`config.mk`:
```
export PLATFORM = sky130hd
export DESIGN_NAME = mem_access_ctrl
export DESIGN_NICKNAME = d
export VERILOG_FILES = /design/src/rtl/mem_ctrl_pkg.sv /design/src/rtl/mem_access_ctrl.sv
export SDC_FILE = /design/constraint.sdc
export NUM_CORES = 1
export LEC_CHECK = 0
export ABC_AREA = 1
export BUFFER_PORTS_ARGS = -buffer_cell sky130_fd_sc_hd__buf_2
export CORE_AREA = 2 2 93 104
export CTS_BUF_LIST = sky130_fd_sc_hd__clkbuf_16
export DETAILED_ROUTE_END_ITERATION = 8
export DIE_AREA = 0 0 95 106
export PLACE_DENSITY_LB_ADDON = 0.15
export REMOVE_ABC_BUFFERS = 1
export SKIP_LAST_GASP = 1
export SLEW_MARGIN = 20
export SYNTH_ARGS = -nofsm -noshare
export SYNTH_HDL_FRONTEND = slang
export SYNTH_SLANG_ARGS = --single-unit
```
`constraint.sdc`:
```
create_clock -name clk -period 2.8 [get_ports clk]
set_input_delay 0.56 -clock clk [delete_from_list [all_inputs] [get_ports clk]]
set_output_delay 0.56 -clock clk [all_outputs]
set_load 0.05 [all_outputs]
```
`src/rtl/mem_ctrl_pkg.sv`:
```
// rtl/mem_ctrl_pkg.sv - shared types and sizes for the data-memory controller and memory wrapper
// Contents: mem_ctrl_state_t FSM encoding, MEM_DEPTH / MEM_ADDR_W / MEM_DATA_W defaults.
package mem_ctrl_pkg;

    localparam int MEM_DEPTH  = 51200;
    localparam int MEM_ADDR_W = 16;
    localparam int MEM_DATA_W = 32;

    typedef enum logic [1:0] {
        IDLE   = 2'd0,
        ACCESS = 2'd1,
        WAIT   = 2'd2,
        RESP   = 2'd3
    } mem_ctrl_state_t;

endpackage

```
`src/rtl/mem_access_ctrl.sv`:
```
// rtl/mem_access_ctrl.sv - single-outstanding load/store controller driving MemReadWrite
// Optional feature macro: MEM_ACCESS_BOUNDS_CHECK_EN (reject word addresses >= DEPTH without strobing memory).
// Ports:
//   clk, rst                        clock, synchronous active-high reset
//   req_valid/req_ready             request handshake; req_we/req_addr/req_wdata request fields
//   rsp_valid/rsp_ready             response handshake; rsp_rdata/rsp_err response fields
//   mem_en/mem_wen/mem_addr/mem_din memory strobes (registered), mem_dout memory read data
//   busy                            FSM is not IDLE
import mem_ctrl_pkg::*;

module mem_access_ctrl #(
    parameter int ADDR_W = MEM_ADDR_W,
    parameter int DATA_W = MEM_DATA_W,
    parameter int DEPTH  = MEM_DEPTH,
    parameter int RD_LAT = 1
) (
    input  logic              clk,
    input  logic              rst,
    input  logic              req_valid,
    output logic              req_ready,
    input  logic              req_we,
    input  logic [ADDR_W-1:0] req_addr,
    input  logic [DATA_W-1:0] req_wdata,
    output logic              rsp_valid,
    input  logic              rsp_ready,
    output logic [DATA_W-1:0] rsp_rdata,
    output logic              rsp_err,
    output logic              mem_en,
    output logic              mem_wen,
    output logic [ADDR_W-1:0] mem_addr,
    output logic [DATA_W-1:0] mem_din,
    input  logic [DATA_W-1:0] mem_dout,
    output logic              busy
);

    // Elaboration guard: the latency counter is 2 bits wide and the address
    // space must cover every implemented word.
    if (RD_LAT < 1 || RD_LAT > 3 || DEPTH < 1 || DEPTH > (1 << ADDR_W)) begin : g_bad_cfg
        $error("mem_access_ctrl: illegal RD_LAT/DEPTH/ADDR_W combination");
    end

    // WAIT lasts RD_LAT cycles: the counter starts at RD_LAT-1 and the exit
    // happens on the cycle it reads zero.
    localparam logic [1:0] LAT_INIT = 2'(RD_LAT - 1);

    mem_ctrl_state_t   state_q, state_d;
    logic              we_q, we_d;
    logic [1:0]        cnt_q, cnt_d;
    logic              req_ready_q, req_ready_d;
    logic              busy_q, busy_d;
    logic              rsp_valid_q, rsp_valid_d;
    logic [DATA_W-1:0] rsp_rdata_q, rsp_rdata_d;
    logic              mem_en_q, mem_en_d;
    logic              mem_wen_q, mem_wen_d;
    logic [ADDR_W-1:0] mem_addr_q, mem_addr_d;
    logic [DATA_W-1:0] mem_din_q, mem_din_d;

`ifdef MEM_ACCESS_BOUNDS_CHECK_EN
    logic              rsp_err_q, rsp_err_d;
    logic              addr_oob;

    // Zero-extend before comparing so DEPTH = 2**ADDR_W cannot wrap.
    assign addr_oob = (32'(req_addr) >= 32'(DEPTH));
`endif

    always_comb begin
        state_d     = state_q;
        we_d        = we_q;
        cnt_d       = cnt_q;
        rsp_rdata_d = rsp_rdata_q;
        mem_addr_d  = mem_addr_q;
        mem_din_d   = mem_din_q;
`ifdef MEM_ACCESS_BOUNDS_CHECK_EN
        rsp_err_d   = rsp_err_q;
`endif

        case (state_q)
            IDLE: begin
                if (req_valid) begin
                    rsp_rdata_d = '0;
`ifdef MEM_ACCESS_BOUNDS_CHECK_EN
                    rsp_err_d   = 1'b0;
                    if (addr_oob) begin
                        // Rejected: answer straight away, memory registers untouched.
                        rsp_err_d = 1'b1;
                        state_d   = RESP;
                    end else begin
`else
                    begin
`endif
                        state_d    = ACCESS;
                        we_d       = req_we;
                        mem_addr_d = req_addr;
                        mem_din_d  = req_wdata;
                    end
                end
            end
            ACCESS: begin
                if (we_q) begin
                    state_d = RESP;
                end else begin
                    state_d = WAIT;
                    cnt_d   = LAT_INIT;
                end
            end
            WAIT: begin
                if (cnt_q == 2'd0) begin
                    rsp_rdata_d = mem_dout;
                    state_d     = RESP;
                end else begin
                    cnt_d = cnt_q - 2'd1;
                end
            end
            RESP: begin
                if (rsp_ready) begin
                    state_d = IDLE;
                end
            end
            default: state_d = IDLE;
        endcase

        // Outputs are registered copies of the decode of the next state, so
        // they line up with the state they describe and have no input path.
        req_ready_d = (state_d == IDLE);
        busy_d      = (state_d != IDLE);
        rsp_valid_d = (state_d == RESP);
        mem_en_d    = (state_d == ACCESS);
        mem_wen_d   = (state_d == ACCESS) && we_d;
    end

    always_ff @(posedge clk) begin
        if (rst) begin
            state_q     <= IDLE;
            we_q        <= 1'b0;
            cnt_q       <= 2'd0;
            req_ready_q <= 1'b1;
            busy_q      <= 1'b0;
            rsp_valid_q <= 1'b0;
            rsp_rdata_q <= '0;
            mem_en_q    <= 1'b0;
            mem_wen_q   <= 1'b0;
            mem_addr_q  <= '0;
            mem_din_q   <= '0;
`ifdef MEM_ACCESS_BOUNDS_CHECK_EN
            rsp_err_q   <= 1'b0;
`endif
        end else begin
            state_q     <= state_d;
            we_q        <= we_d;
            cnt_q       <= cnt_d;
            req_ready_q <= req_ready_d;
            busy_q      <= busy_d;
            rsp_valid_q <= rsp_valid_d;
            rsp_rdata_q <= rsp_rdata_d;
            mem_en_q    <= mem_en_d;
            mem_wen_q   <= mem_wen_d;
            mem_addr_q  <= mem_addr_d;
            mem_din_q   <= mem_din_d;
`ifdef MEM_ACCESS_BOUNDS_CHECK_EN
            rsp_err_q   <= rsp_err_d;
`endif
        end
    end

    assign req_ready = req_ready_q;
    assign busy      = busy_q;
    assign rsp_valid = rsp_valid_q;
    assign rsp_rdata = rsp_rdata_q;
    assign mem_en    = mem_en_q;
    assign mem_wen   = mem_wen_q;
    assign mem_addr  = mem_addr_q;
    assign mem_din   = mem_din_q;
`ifdef MEM_ACCESS_BOUNDS_CHECK_EN
    assign rsp_err   = rsp_err_q;
`else
    assign rsp_err   = 1'b0;
`endif

endmodule

```
==> impl_results.md <==
- Wire per inst: roughly 13 um
- DRC Markers: 0
- I/O pin cnt: 171
- CP max FO: 34
- Vias in the first global route: 3117
- Total GRT Usage: 0.1780
- Top FF cell, synth: dfxtp_1
- Tmin final: 1.969 ns
- TritonCTS clock tree: yes
- Layer with the highest usage: met2
- Post-CTS Setup Inserts: 0
- Slew @ Worst Pin: between 0.7 and 0.8 ns
- Max-cap violations: 0
- Port bufs: 169
- Critical Path Sink Type: flip-flop
- Fin Setup TNS: 0 ns
- Clock buffer depth: 2
- Async SR Flop Fraction: 0
- CTS Sinks: 90
- Dpl cell area: 0.004348 sq mm
- Detailed Place HPWL: 6.152 mm
- Number of synthesized flops with an enable pin: 0
- Netlist cell types: 24
- Antenna violations before repair: 0
- Worst Hold Class: flip-flop to flip-flop
- Worst Clk Skew: 0.003896 ns
- DR pass1 iterations: 4
- Max Slew Vio Count: 0
- Met3 GRT Util: 0.04961
- Crit path from: state_q[0]
- Final antenna-violating net count: 0
- Width of the die: between 90 and 100 um
- Synth warnings: 0
- Post-layout instance area: 0.004588 sq mm
- Worst-path clk slew: 0.06 ns
- Post-Syn Instances: 449
- Pwr dens: 857.6 mW/mm^2
- Peak supply drop: 0.0003678 V
- RePlAce Congestion: 0.7341
- Row count: 37
- Syn Std Cell Area: 0.003527 sq mm
- Seq/Total Area, Yosys: 0.5108
- Largest delay share family, worst path: simple AND/OR/NAND/NOR gates
- RSZ-0062 raised after global routing: false
- Fillers: 953
- Pin count of the biggest net entering global routing: slightly below 60
- Max incr delay on CP: 0.58 ns
- Latest clock arrival within the worst-skew pair: between 0.3 and 0.4 ns
- Ant. Diodes: 0
- Startpoint types: flip-flop
- Clock Root Buffer: clkbuf_16
- First-pass GRT wire length: 14.19 mm
- RR Startpoint: state_q[0]
- CP max-delay cell: dfxtp_1
- Rel. slew slack: 0.4665
- P_leak: about 2.3 nW
- Outcome: finished, final reports clean
- Area Overhead vs Synth: 30.08%
- Avg Cell Area, Syn: around 7.9 sq um
- Inserted Clock Buffers: 9
- H-tree levels: 3
- Met1 usage: 0.2172
- Min-delay src: mem_addr[3]
- Initial core utilization: 0.3867
- Crit path DAT: 2.18 ns
- Fin crit share: 0.7031
- Total Wirelength: 9.005 mm
- Final nets: 686
- Final Hold Fails: 0
- Drt initial violations: 96
- Fmax: approximately 510 MHz
- CP required: 3.01 ns
- Cts-stage hold buffer count: 0
- Worst-path cell chain: inv_2, nand3_4, nand2_2, o21ai_0, nand2_1
- Setup CP Type: flip-flop to flip-flop
- Layout cell share with drive strength beyond 1: 0.3272
- Total vias in the final route: 3406
- Buf/Inv on CP: 1
- Synth Register Bits: 90
- Vias per cell: 4.737
- Core Area: 0.009120 sq mm
- Die area: 0.01007 sq mm
- Met2 usage: 0.2877
- GR Overflow Total: 0
- Setup violators final: 0
- Die H: 106 um
- Post-cts sizing count: 0
-- cells in the mapped netlist, types with 4 or more instances --
cell type / instances / area share
nand3_1: 22 / 0.031
nand4_1: 15 / 0.027
dfxtp_1: 90 / 0.51
a21oi_1: 17 / 0.024
buf_2: 12 / 0.017
nand2_1: 58 / 0.062
o21ai_0: 50 / 0.071
and2_1: 4 / 0.0071
buf_6: 6 / 0.019
nor2_2: 5 / 0.0089
inv_1: 12 / 0.013
clkbuf_1: 9 / 0.0096
nor2_1: 113 / 0.12
nand3b_1: 18 / 0.038
buf_4: 6 / 0.013
-- state kept, by name (all words and copies together), names as in the netlist --
| name | count |
|---|---|
| mem_en | 1 |
| cnt_q | 2 |
| req_ready | 1 |
| rsp_rdata | 32 |
| rsp_valid | 1 |
| mem_addr | 16 |
| state_q | 2 |
| we_q | 1 |
| mem_din | 32 |
| busy | 1 |
| mem_wen | 1 |
-- cells in the final DEF, fill, tap and decap left out --
cell,count
and2_1,4
conb_1,1
nand2_1,58
nand3b_1,18
nand4_1,15
nand3_4,1
nand2_2,2
nand3_1,22
nor2_1,113
dfxtp_1,90
nor2_8,1
buf_2,169
inv_4,1
nor2_2,5
nor2_4,1
clkbuf_16,9
inv_1,14
inv_2,2
buf_4,6
clkinv_1,2
a21oi_1,17
o21ai_0,50
ha_1,1
-- final cells by class --
type	instances	area (sq um)	share of cell area
inverter	15	58.81	0.01282
clock buffer	9	225.2	0.04909
clock inverter	4	15.01	0.003272
timing repair buffer	175	890.9	0.1942
multi-input combinational	309	1450	0.3161
tap	117	146.4	0.03191
sequential	90	1802	0.3927
-- tightest hold or removal path: cells and delay by family (launching register included) --
family,cells,cell delay (ns)
DFF,1,0.32
and+or+nand+nor,2,0.12
-- per-stage QoR --
step           power, mW  hold WS (ns)  instances  utilization  setup WS (ns)
5_1_grt            4.173        0.4799        719       0.5031         0.5663
3_5_place_dp       2.955        0.4697        706       0.4767         0.8172
6_report           3.935        0.4746        719       0.5031         0.8313
3_3_place_gp       2.940        0.4575        706       0.4767         0.8622
4_1_cts            3.999        0.4634        719       0.5031         0.7989
2_1_floorplan      2.594        0.4506        414            -         0.5112
-- power breakdown --
part | switching, mW | internal (mW) | leakage, nW
Sequential | 0.0885 | 1.46 | 0.742
Combinational | 1.03 | 0.345 | 1.42
Clock | 0.441 | 0.573 | 0.125
Total | 1.56 | 2.38 | 2.28
-- path summary, 6_finish.rpt --
| kind | end | slack, ns | cells after the start |
|---|---|---|---|
| hold / removal | mem_addr[3] | 0.47 | 2 |
| setup reg to reg | busy | 0.83 | 5 |
| setup / recovery | busy | 0.83 | 5 |
| hold reg to reg | mem_addr[3] | 0.47 | 2 |
-- cells by family after synthesis --
family | synth area share
and+or+nand+nor | 0.3115
DFF | 0.5108
AOI/OAI and AO/OA | 0.09507
buffers and inverters | 0.07804
adders and majority gates | 0.003547
other | 0.001063
-- per-layer routing --
metal  wire [um]  part of all wire  vias up
met5           0                 0        -
met4         183             0.020        0
met3         844             0.094       12
met2        4102              0.46      132
met1        3875              0.43     1514
li1            -                 -     1748
(Power assumes the default switching activity.)
